## src/rtl/act_func_scheduler_pkg.sv

```systemverilog
// -----------------------------------------------------------------------------
// definitions
// Shared types and constants for the activation-function scheduler:
//   Q_INT / Q_FRAC  : fixed-point format of samples, results and LUT words
//   ACT_MASK_SIZE   : width of the per-sample function select
//   fx_t            : signed fixed-point sample type
//   sched_state_t   : scheduler FSM states
// -----------------------------------------------------------------------------
package definitions;

  localparam int Q_INT         = 8;
  localparam int Q_FRAC        = 8;
  localparam int FX_W          = Q_INT + Q_FRAC;
  localparam int ACT_MASK_SIZE = 4;

  typedef logic signed [FX_W-1:0] fx_t;

  typedef enum logic [1:0] {
    RUN    = 2'd0,
    DRAIN  = 2'd1,
    CONFIG = 2'd2
  } sched_state_t;

endpackage : definitions

```

## src/rtl/act_func_scheduler_rr_arbiter.sv

```systemverilog
// -----------------------------------------------------------------------------
// rr_arbiter
// Combinational round-robin arbiter: grants the first asserted request at or
// after the pointer, wrapping modulo N, and reports the pointer value that
// should follow that grant.
//   i_req      : request vector
//   i_ptr      : current round-robin pointer
//   o_grant    : one-hot grant (all zero when nothing is requested)
//   o_any      : a grant was issued
//   o_idx      : index of the granted requester (0 when none)
//   o_next_ptr : (granted index + 1) mod N, or i_ptr when nothing granted
// -----------------------------------------------------------------------------
module rr_arbiter #(
  parameter int N = 4
) (
  input  logic [N-1:0]                          i_req,
  input  logic [((N > 1) ? $clog2(N) : 1)-1:0]  i_ptr,
  output logic [N-1:0]                          o_grant,
  output logic                                  o_any,
  output logic [((N > 1) ? $clog2(N) : 1)-1:0]  o_idx,
  output logic [((N > 1) ? $clog2(N) : 1)-1:0]  o_next_ptr
);

  localparam int PTR_W = (N > 1) ? $clog2(N) : 1;

  logic [PTR_W-1:0] w_idx;

  // Scan from the pointer upward; the first hit wins and later hits are ignored.
  always_comb begin
    o_grant    = '0;
    o_any      = 1'b0;
    o_idx      = '0;
    o_next_ptr = i_ptr;
    w_idx      = '0;
    for (int i = 0; i < N; i++) begin
      w_idx = PTR_W'((int'(i_ptr) + i) % N);
      if (!o_any && i_req[w_idx]) begin
        o_grant[w_idx] = 1'b1;
        o_any          = 1'b1;
        o_idx          = w_idx;
        o_next_ptr     = PTR_W'((int'(w_idx) + 1) % N);
      end else begin
        o_any = o_any;
      end
    end
  end

endmodule : rr_arbiter

```

## src/rtl/act_func_scheduler.sv

```systemverilog
// -----------------------------------------------------------------------------
// act_func_scheduler
// Shares one activation unit among N_REQ requesters. Samples are granted
// round-robin, tagged with the requester id, and the unit's result is routed
// back to that requester ACT_LATENCY+2 cycles after the grant. A coefficient
// LUT reload first stops issue, waits for in-flight samples to leave the unit,
// then streams the words onto the unit's LUT write port.
//
// Ports
//   clk, reset                : clock, synchronous active-low reset
//   req_valid/ready           : per-requester handshake, one-hot combinational grant
//   req_x/mask/bypass         : per-requester sample, function select, pass-through
//   resp_valid/resp_fx        : one-hot single-cycle result strobe, shared result
//   cfg_valid/last/ready      : LUT reload word handshake and end marker
//   cfg_addr/cfg_data         : LUT reload word
//   act_x/mask/bypass         : registered sample drive to the activation unit
//   act_write_enable/addr/data: registered LUT write port of the activation unit
//   act_fx                    : activation unit result
// -----------------------------------------------------------------------------
module act_func_scheduler
  import definitions::*;
#(
  parameter int N_REQ       = 4,
  parameter int ACT_LATENCY = 2,
  parameter int LUT_ADDR_W  = 8
) (
  input  logic                                 clk,
  input  logic                                 reset,
  input  logic [N_REQ-1:0]                     req_valid,
  output logic [N_REQ-1:0]                     req_ready,
  input  fx_t  [N_REQ-1:0]                     req_x,
  input  logic [N_REQ-1:0][ACT_MASK_SIZE-1:0]  req_mask,
  input  logic [N_REQ-1:0]                     req_bypass,
  output logic [N_REQ-1:0]                     resp_valid,
  output fx_t                                  resp_fx,
  input  logic                                 cfg_valid,
  input  logic                                 cfg_last,
  output logic                                 cfg_ready,
  input  logic [LUT_ADDR_W-1:0]                cfg_addr,
  input  fx_t                                  cfg_data,
  output fx_t                                  act_x,
  output logic [ACT_MASK_SIZE-1:0]             act_mask,
  output logic                                 act_bypass,
  output logic                                 act_write_enable,
  output logic [LUT_ADDR_W-1:0]                act_addr,
  output fx_t                                  act_data,
  input  fx_t                                  act_fx
);

  localparam int ID_W   = (N_REQ > 1) ? $clog2(N_REQ) : 1;
  localparam int STAGES = 1 + ACT_LATENCY;

  // FSM
  sched_state_t r_state;
  sched_state_t w_next_state;
  logic         w_grant_en;
  logic         w_cfg_ready;
  logic         w_cfg_accept;
  logic         w_pipe_empty;

  // Arbitration
  logic [ID_W-1:0]  r_rr_ptr;
  logic [ID_W-1:0]  w_next_ptr;
  logic [ID_W-1:0]  w_grant_idx;
  logic [N_REQ-1:0] w_grant;
  logic             w_grant_any;
  logic [N_REQ-1:0] w_req_gated;

  // Tag pipeline, aligned with the sample travelling through the unit
  logic [STAGES-1:0]           r_tag_v;
  logic [STAGES-1:0][ID_W-1:0] r_tag_id;

  // Output / unit drive registers
  logic [N_REQ-1:0]          r_resp_valid;
  logic [N_REQ-1:0]          w_resp_onehot;
  fx_t                       r_resp_fx;
  fx_t                       r_act_x;
  logic [ACT_MASK_SIZE-1:0]  r_act_mask;
  logic                      r_act_bypass;
  logic                      r_act_we;
  logic [LUT_ADDR_W-1:0]     r_act_addr;
  fx_t                       r_act_data;

  assign w_req_gated = req_valid & {N_REQ{w_grant_en}};

  rr_arbiter #(
    .N (N_REQ)
  ) u_arb (
    .i_req      (w_req_gated),
    .i_ptr      (r_rr_ptr),
    .o_grant    (w_grant),
    .o_any      (w_grant_any),
    .o_idx      (w_grant_idx),
    .o_next_ptr (w_next_ptr)
  );

  // Only the tags gate the drain: the last result occupies the output register
  // for the single cycle after its tag leaves, so CONFIG starts exactly when
  // that register has emptied.
  assign w_pipe_empty = ~|r_tag_v;
  assign w_cfg_accept = cfg_valid & w_cfg_ready;

  // FSM state register
  always_ff @(posedge clk) begin
    if (!reset) begin
      r_state <= RUN;
    end else begin
      r_state <= w_next_state;
    end
  end

  // FSM next-state logic
  always_comb begin
    w_next_state = r_state;
    case (r_state)
      RUN: begin
        if (cfg_valid) w_next_state = DRAIN;
        else           w_next_state = RUN;
      end
      DRAIN: begin
        if (w_pipe_empty) w_next_state = CONFIG;
        else              w_next_state = DRAIN;
      end
      CONFIG: begin
        if (cfg_valid && cfg_last) w_next_state = RUN;
        else                       w_next_state = CONFIG;
      end
      default: w_next_state = RUN;
    endcase
  end

  // FSM outputs: a pending reload wins over any same-cycle request
  always_comb begin
    w_grant_en  = 1'b0;
    w_cfg_ready = 1'b0;
    case (r_state)
      RUN: begin
        if (reset && !cfg_valid) w_grant_en = 1'b1;
        else                     w_grant_en = 1'b0;
      end
      DRAIN: begin
        w_grant_en  = 1'b0;
        w_cfg_ready = 1'b0;
      end
      CONFIG: begin
        w_cfg_ready = 1'b1;
      end
      default: begin
        w_grant_en  = 1'b0;
        w_cfg_ready = 1'b0;
      end
    endcase
  end

  // Round-robin pointer advances past each granted requester
  always_ff @(posedge clk) begin
    if (!reset) begin
      r_rr_ptr <= '0;
    end else if (w_grant_any) begin
      r_rr_ptr <= w_next_ptr;
    end else begin
      r_rr_ptr <= r_rr_ptr;
    end
  end

  // Tag shift register; stage 0 lines up with act_x
  always_ff @(posedge clk) begin
    if (!reset) begin
      r_tag_v  <= '0;
      r_tag_id <= '0;
    end else begin
      r_tag_v[0]  <= w_grant_any;
      r_tag_id[0] <= w_grant_idx;
      for (int s = 1; s < STAGES; s++) begin
        r_tag_v[s]  <= r_tag_v[s-1];
        r_tag_id[s] <= r_tag_id[s-1];
      end
    end
  end

  // Decode the final-stage tag into the requester strobe
  always_comb begin
    w_resp_onehot = '0;
    for (int i = 0; i < N_REQ; i++) begin
      if (r_tag_v[STAGES-1] && (r_tag_id[STAGES-1] == ID_W'(i))) w_resp_onehot[i] = 1'b1;
      else                                                       w_resp_onehot[i] = 1'b0;
    end
  end

  // Output register: capture the unit result when its tag reaches the end
  always_ff @(posedge clk) begin
    if (!reset) begin
      r_resp_valid <= '0;
      r_resp_fx    <= '0;
    end else begin
      r_resp_valid <= w_resp_onehot;
      if (r_tag_v[STAGES-1]) begin
        r_resp_fx <= act_fx;
      end else begin
        r_resp_fx <= r_resp_fx;
      end
    end
  end

  // Sample drive to the unit loads only on a grant and otherwise holds
  always_ff @(posedge clk) begin
    if (!reset) begin
      r_act_x      <= '0;
      r_act_mask   <= '0;
      r_act_bypass <= 1'b0;
    end else if (w_grant_any) begin
      r_act_x      <= req_x[w_grant_idx];
      r_act_mask   <= req_mask[w_grant_idx];
      r_act_bypass <= req_bypass[w_grant_idx];
    end else begin
      r_act_x      <= r_act_x;
      r_act_mask   <= r_act_mask;
      r_act_bypass <= r_act_bypass;
    end
  end

  // LUT write port: one registered write per accepted reload word
  always_ff @(posedge clk) begin
    if (!reset) begin
      r_act_we   <= 1'b0;
      r_act_addr <= '0;
      r_act_data <= '0;
    end else begin
      r_act_we <= w_cfg_accept;
      if (w_cfg_accept) begin
        r_act_addr <= cfg_addr;
        r_act_data <= cfg_data;
      end else begin
        r_act_addr <= r_act_addr;
        r_act_data <= r_act_data;
      end
    end
  end

  assign req_ready        = w_grant;
  assign cfg_ready        = w_cfg_ready;
  assign resp_valid       = r_resp_valid;
  assign resp_fx          = r_resp_fx;
  assign act_x            = r_act_x;
  assign act_mask         = r_act_mask;
  assign act_bypass       = r_act_bypass;
  assign act_write_enable = r_act_we;
  assign act_addr         = r_act_addr;
  assign act_data         = r_act_data;

endmodule : act_func_scheduler

```

## config.mk

```make
export PLATFORM = sky130hd
export DESIGN_NAME = act_func_scheduler
export DESIGN_NICKNAME = d
export VERILOG_FILES = /design/src/rtl/act_func_scheduler_pkg.sv /design/src/rtl/act_func_scheduler_rr_arbiter.sv /design/src/rtl/act_func_scheduler.sv
export SDC_FILE = /design/constraint.sdc
export NUM_CORES = 1
export LEC_CHECK = 0
export ABC_AREA = 0
export ABC_CLOCK_PERIOD_IN_PS = 3200
export CORE_ASPECT_RATIO = 1.4
export CORE_MARGIN = 2
export CORE_UTILIZATION = 37
export CTS_CLUSTER_SIZE = 16
export DETAILED_ROUTE_END_ITERATION = 12
export PLACE_DENSITY = 0.83
export REMOVE_ABC_BUFFERS = 1
export SLEW_MARGIN = 0
export SYNTH_ARGS = -nofsm -noshare
export SYNTH_HDL_FRONTEND = slang
export SYNTH_HIERARCHICAL = 1
export SYNTH_SLANG_ARGS = --single-unit
```

## constraint.sdc

```tcl
create_clock -name clk -period 3.2 [get_ports clk]
set_input_delay 0.64 -clock clk [delete_from_list [all_inputs] [get_ports clk]]
set_output_delay 0.64 -clock clk [all_outputs]
set_load 0.005 [all_outputs]
```

==> metrics.md, run 1 <==
| Metric | Value |
|---|---|
| Status | `finished clean` |
| N_diodes | `0` |
| Pwr Total | `3.30 mW` |
| CP startpoint | `req_valid[3]` |
| CTS H-Tree Depth | `3` |
| Worst path cell trace | `clkdlybuf4s50_1, and2_4, mux4_2, buf_4, buf_4, nand2b_1, a221oi_1, a32o_2, buf_4, mux2i_1, o221ai_1` |
| Final period util | `97.7%` |
| 1st-pass router iterations | `4` |
| Setup-failing EPs final | `0` |
| Vias in the first global route | `4020` |
| Gr usage total | `20.5%` |
| Final critical-path required period | `3130 ps` |
| Comb power frac | `31.0%` |
| DR WL/cell | `15.6 µm` |
| Dpl cells | `746` |
| Worst R2R Setup Slack | `180 ps` |
| Register area share after synthesis | `39.3%` |
| Max Root-Sink Buffers | `2` |
| WS Path Type | `input port to flop` |
| Area grow syn2layout | `65.5%` |
| CP most frequent cell | `buf_4` |
| P_int | `2.39 mW` |
| First-pass GRT wire length | `19.2 mm` |
| Yosys reg bits | `79` |
| Initial DRC count | `114` |
| Core box area | `10800 µm²` |
| DRC viols | `0` |
| Max FO, Critical Path | `7` |
| Fmax | `320 MHz` |
| Fillcell total | `876` |
| Via Count | `3883` |
| Remaining Overflow, GRT | `0` |
| Most common cell after layout, fill and taps aside | `clkdlybuf4s50_1` |
| Post-synth ARST share | `0%` |
| Max-slew violations | `0` |
| Reg2reg start | `r_state[1]` |
| CTS tree | `built` |
| CP Data Required Time | `3410 ps` |
| Die width | `92.2 µm` |
| Met2 routed WL | `6.42 mm` |
| Starting Density | `37.4%` |
| Die height | `127 µm` |
| Top layer in use | `met4` |
| Share of layout cells above drive strength 1 | `15.7%` |
| Routability Congestion | `0.858` |
| Metal3 WL | `536 µm` |
| Area leader, netlist | `dfxtp_1` |
| Die ar. | `11700 µm²` |
| Sw Share | `27.6%` |
| Maximum vdd drop | `0.344 mV` |
| Largest net degree at the start of global routing | `79` |
| Clock power frac | `34.2%` |
| Total Nets Final | `760` |
| Synth unique cells | `47` |
| Actual slew at the worst max-slew pin | `1060 ps` |
| Seq pwr share | `34.7%` |
| Syn. warnings | `6` |
| LEAKAGE | `2.35 nW` |
| Hpwl dp | `8.95 mm` |
| Commonest non-fill, non-tap cells in the layout | `clkdlybuf4s50_1 (194), dfxtp_1 (78), mux2i_1 (61)` |
| Ports | `203` |
| Cell area power density | `496 nW/µm²` |
| Worst Min Path Start | `r_tag_id[3]` |
| Mapped Cells | `403` |
| Number of flops mapped to enable cells by yosys | `0` |
| Reg clk slew, reported paths | `70 ps` |
| Vias per Instance | `5.06` |
| Post-synth top area share | `39.3%` |
| Synth Cell Area | `4030 µm²` |
| Max stage delay on crit path | `510 ps` |
| CP endpoint kind | `flop` |
| Crit start category | `input port` |
| Slew margin rel. | `29.6%` |
| Initial antenna violation count | `0` |
| Total routed wirelength | `11.9 mm` |
| Hold Crit Class | `flop to flop` |
| Mean Syn Cell Area | `9.99 µm²` |
| Clk sinks | `79` |
| Max cap viols | `0` |
| P_sw | `0.912 mW` |
| IO buf count | `202` |
| Worst EP arrival | `3330 ps` |
| Main synth FF type | `dfxtp_1` |
| Top post-synthesis cells by area | `dfxtp_1 (39%), mux2i_1 (15%), nand2_1 (5.5%)` |
| Routed Antenna Nets | `0` |
| Core Rows | `45` |
| # hold bufs at CTS | `0` |
| Final Hold Viols | `0` |
| Clock latency on the worst-skew pair | `340 ps` |
| Met1 WL | `4.48 mm` |
| Root Buffer | `clkbuf_16` |
| CTS buffer count | `9` |
| Clock Skews | `9.58 ps` |
| Layout Utilization | `62.0%` |
| Final cell count without fillers | `767` |
| Setup repair after global routing missed its margin | `false` |
| Critical Path Slowest Stage Cell | `mux4_2` |
==> per-stage QoR <==
| step | hold slack, ps | worst slack [ps] | instance area (µm²) | TNS, ps |
|---|---|---|---|---|
| final | 434 | 74.9 | 6660 | 0 |
| after global routing | 448 | 22.5 | 6660 | 0 |
| after CTS | 436 | 5.06 | 6650 | 0 |
| after detailed placement | 422 | -665 | 6290 | -13630 |
| after global placement | 421 | -574 | 6290 | -10230 |
| after floorplan | 412 | -1080 | 3820 | -23280 |
==> power by group through the flow <==
stage	combinational (mW)	sequential, mW	clock, mW
final	1.03	1.15	1.13
after global routing	1.10	1.16	1.20
after CTS	1.03	1.15	1.15
after detailed placement	1.01	1.17	0
after global placement	0.993	1.16	0
after floorplan	0.428	1.18	0
==> layout make-up <==
cell class	count	area, µm²	area share, %
clock buffers	9	225	3.38
clock inverters	7	104	1.56
inverters	5	18.8	0.282
multi-input cells	288	2250	33.7
flip-flops and latches	79	1580	23.8
well taps	141	176	2.65
repair buffers	238	2310	34.7
==> cells in the mapped netlist, drive strengths merged, types with 2 or more instances <==
cell and instances:
dfxtp 79, mux2i 61, nand2 60, a21boi 24, nand3b 23, buf 22
nor2b 22, o221ai 21, and2 14, clkbuf 9, ha 7, nor3 7
nor2 6, o21ai 6, inv 5, o211ai 5, a22oi 4, mux4 4
a21oi 3, nand2b 3, a221oi 2, mux2 2, nand3 2, nor4b 2
or2 2
==> logic make-up after synthesis <==
kind of cell	share of synthesized area, %
simple gates	19.7
flops	39.3
compound gates	15.4
mux	18.0
buf+inv	5.53
fa+ha+maj	2.18
==> state kept, by name, indices dropped and copies added (netlist names) <==
| register | cells |
|---|---|
| act_data | 16 |
| act_mask | 4 |
| resp_valid | 4 |
| act_bypass | 1 |
| r_tag_id | 6 |
| r_tag_v | 3 |
| r_state | 2 |
| act_addr | 8 |
| act_write_enable | 1 |
| act_x | 16 |
| resp_fx | 16 |
| r_rr_ptr | 2 |
==> final timing paths <==
path | cells past startpoint | to
min | 1 | r_tag_id[5]
max | 11 | act_x[15]
max reg2reg | 12 | act_x[15]
min reg2reg | 1 | r_tag_id[5]
==> per-layer routing <==
metal,global-route usage (%),vias up
li1,-,1874
met2,38.0,140
met1,21.7,1838
met5,0,-
met3,4.19,31
met4,10.8,0
==> timing repair <==
action | 4_1_cts | 5_1_grt
buffers inserted | 5 | 1
gates resized for setup | 23 | 5
pin swaps | 2 | 1
setup endpoints to repair | 25 | 22
hold endpoints to repair | 0 | 0
==> critical path, delay by kind of cell <==
kind	cells	cell delay [ps]
buf+inv	4	930
mux	2	760
compound gates	3	710
simple gates	2	300
(Power assumes the default switching activity.)
==> inputs of run 2 (changes only) <==
- RECOVER_POWER: default -> 25
- TNS_END_PERCENT: default -> 30
==> metrics.md, run 2 (same netlist as run 1, synthesis figures left out) <==
| Metric | Value |
|---|---|
| Max Root-Sink Buffers | `2` |
| Worst Hold Endpoint | `r_tag_id[4]` |
| Max-slew violations | `0` |
| Fillcell total | `897` |
| Die width | `92.2 µm` |
| CTS H-Tree Depth | `3` |
| Cell area power density | `498 nW/µm²` |
| Remaining Overflow, GRT | `0` |
| Setup-failing EPs final | `0` |
| CTS tree | `built` |
| FF-to-FF path depth | `12` |
| Hold Crit Class | `flop to flop` |
| Routed Antenna Nets | `0` |
| RR Endpoint | `act_x[15]` |
| Commonest non-fill, non-tap cells in the layout | `clkdlybuf4s50_1 (194), dfxtp_1 (78), mux2i_1 (61)` |
| Share of layout cells above drive strength 1 | `13.7%` |
| Routability Congestion | `0.858` |
| Final setup TNS | `0 ps` |
| Starting Density | `37.4%` |
| Hold Path Cell Cnt | `1` |
| Worst R2R Setup Slack | `170 ps` |
| Reg clk slew, reported paths | `70 ps` |
| Clock Skews | `8.44 ps` |
| Max FO, Critical Path | `7` |
| CP most frequent cell | `buf_4` |
| Reg2reg start | `r_state[1]` |
| DP Area | `6290 µm²` |
| Slew margin rel. | `9.32%` |
| Maximum vdd drop | `0.344 mV` |
| Hpwl dp | `8.95 mm` |
| Core box area | `10800 µm²` |
| Die height | `127 µm` |
| Ports | `203` |
| Most common cell after layout, fill and taps aside | `clkdlybuf4s50_1` |
| Final critical-path required period | `3130 ps` |
| N_diodes | `0` |
| Total routed wirelength | `11.9 mm` |
| First-pass GRT wire length | `19.2 mm` |
| Die ar. | `11700 µm²` |
| DRC viols | `0` |
| IO buf count | `202` |
| Largest net degree at the start of global routing | `79` |
| Clk sinks | `79` |
| Critical Path Slowest Stage Cell | `mux4_2` |
| LEAKAGE | `2.34 nW` |
| CTS buffer count | `9` |
| Gr usage total | `20.5%` |
| 1st-pass router iterations | `5` |
| Setup repair after global routing missed its margin | `false` |
| Post-route design area | `6610 µm²` |
| Area grow syn2layout | `64.3%` |
| CP endpoint kind | `flop` |
| Max cap viols | `0` |
| Max stage delay on crit path | `510 ps` |
| Via Count | `3842` |
| Actual slew at the worst max-slew pin | `1360 ps` |
| Initial antenna violation count | `0` |
| Metal3 WL | `549 µm` |
| Clock latency on the worst-skew pair | `340 ps` |
| Initial DRC count | `135` |
| Worst Min Path Start | `r_tag_id[2]` |
| Fmax | `320 MHz` |
| Status | `finished clean` |
| Final Hold Viols | `0` |
| CP Data Required Time | `3410 ps` |
| WS Path Type | `input port to flop` |
| # hold bufs at CTS | `0` |
| Core Rows | `45` |
| Met2 routed WL | `6.37 mm` |
| Root Buffer | `clkbuf_16` |
| Worst EP arrival | `3340 ps` |
| Top layer in use | `met4` |
| Crit start category | `input port` |
| Worst path cell trace | `clkdlybuf4s50_1, and2_4, mux4_2, buf_4, buf_4, nand2b_1, a221oi_1, a32o_2, buf_4, mux2i_1, o221ai_1` |
| DR WL/cell | `15.5 µm` |
| Met1 WL | `4.47 mm` |
| Final period util | `97.8%` |
| Vias in the first global route | `4020` |
| Vias per Instance | `5.01` |
| Total Nets Final | `760` |
## run 2: what timing repair did
item                                    in CTS  in global routing
gates resized for setup                     23                  5
buffers inserted                             5                  1
pin swaps                                    2                  1
endpoints found under the setup margin      25                 22
## run 2: worst max-delay path by stage
stage | from | endpoint | slack (ps)
after global placement | cfg_valid | req_ready[0] | -570
after floorplan | r_rr_ptr[0] | act_x[14] | -1080
after CTS | req_valid[2] | req_ready[1] | 5
after detailed placement | cfg_valid | req_ready[2] | -660
after global routing | req_valid[0] | act_x[14] | 20
final | req_valid[3] | act_x[15] | 70
## run 2: critical path, delay by kind of cell
kind            cells  cell delay [ps]
compound gates      3              700
buf+inv             4              930
mux                 2              760
simple gates        2              300
## run 2: routing by layer
layer / GRT usage, % / vias to the layer above
met2: 38.0 / 139
met4: 10.8 / 0
met1: 21.7 / 1806
met3: 4.19 / 29
li1: - / 1868
met5: 0 / -
## run 2: power by group
part | internal, mW | total (mW) | switching [mW]
Clock | 0.693 | 1.13 | 0.433
Sequential | 1.09 | 1.15 | 0.0617
Combinational | 0.609 | 1.02 | 0.409
Total | 2.39 | 3.29 | 0.904
## run 2: per-stage QoR
step	std cells	hold WS, ps	setup WS, ps	utilization (%)	power [mW]
2_1_floorplan	372	412	-1080	-	1.61
3_3_place_gp	746	421	-574	58.5	2.15
3_5_place_dp	746	422	-665	58.5	2.18
4_1_cts	767	436	5.06	61.9	3.32
5_1_grt	767	448	19.5	61.5	3.45
6_report	767	434	70.3	61.5	3.29
## run 2: area by class of cell
| cell class | instances | area (µm²) | share of cell area, % |
|---|---|---|---|
| clock buffers | 9 | 225 | 3.41 |
| clock inverters | 7 | 104 | 1.57 |
| inverters | 5 | 18.8 | 0.284 |
| multi-input cells | 288 | 2200 | 33.3 |
| flip-flops and latches | 79 | 1580 | 23.9 |
| well taps | 141 | 176 | 2.67 |
| repair buffers | 238 | 2310 | 34.9 |
==> inputs of run 3 (changes only) <==
- SLEW_MARGIN: 0 -> 20
==> results of run 3 <==
Final layout, timing and power as in run 2 (identical DEF).
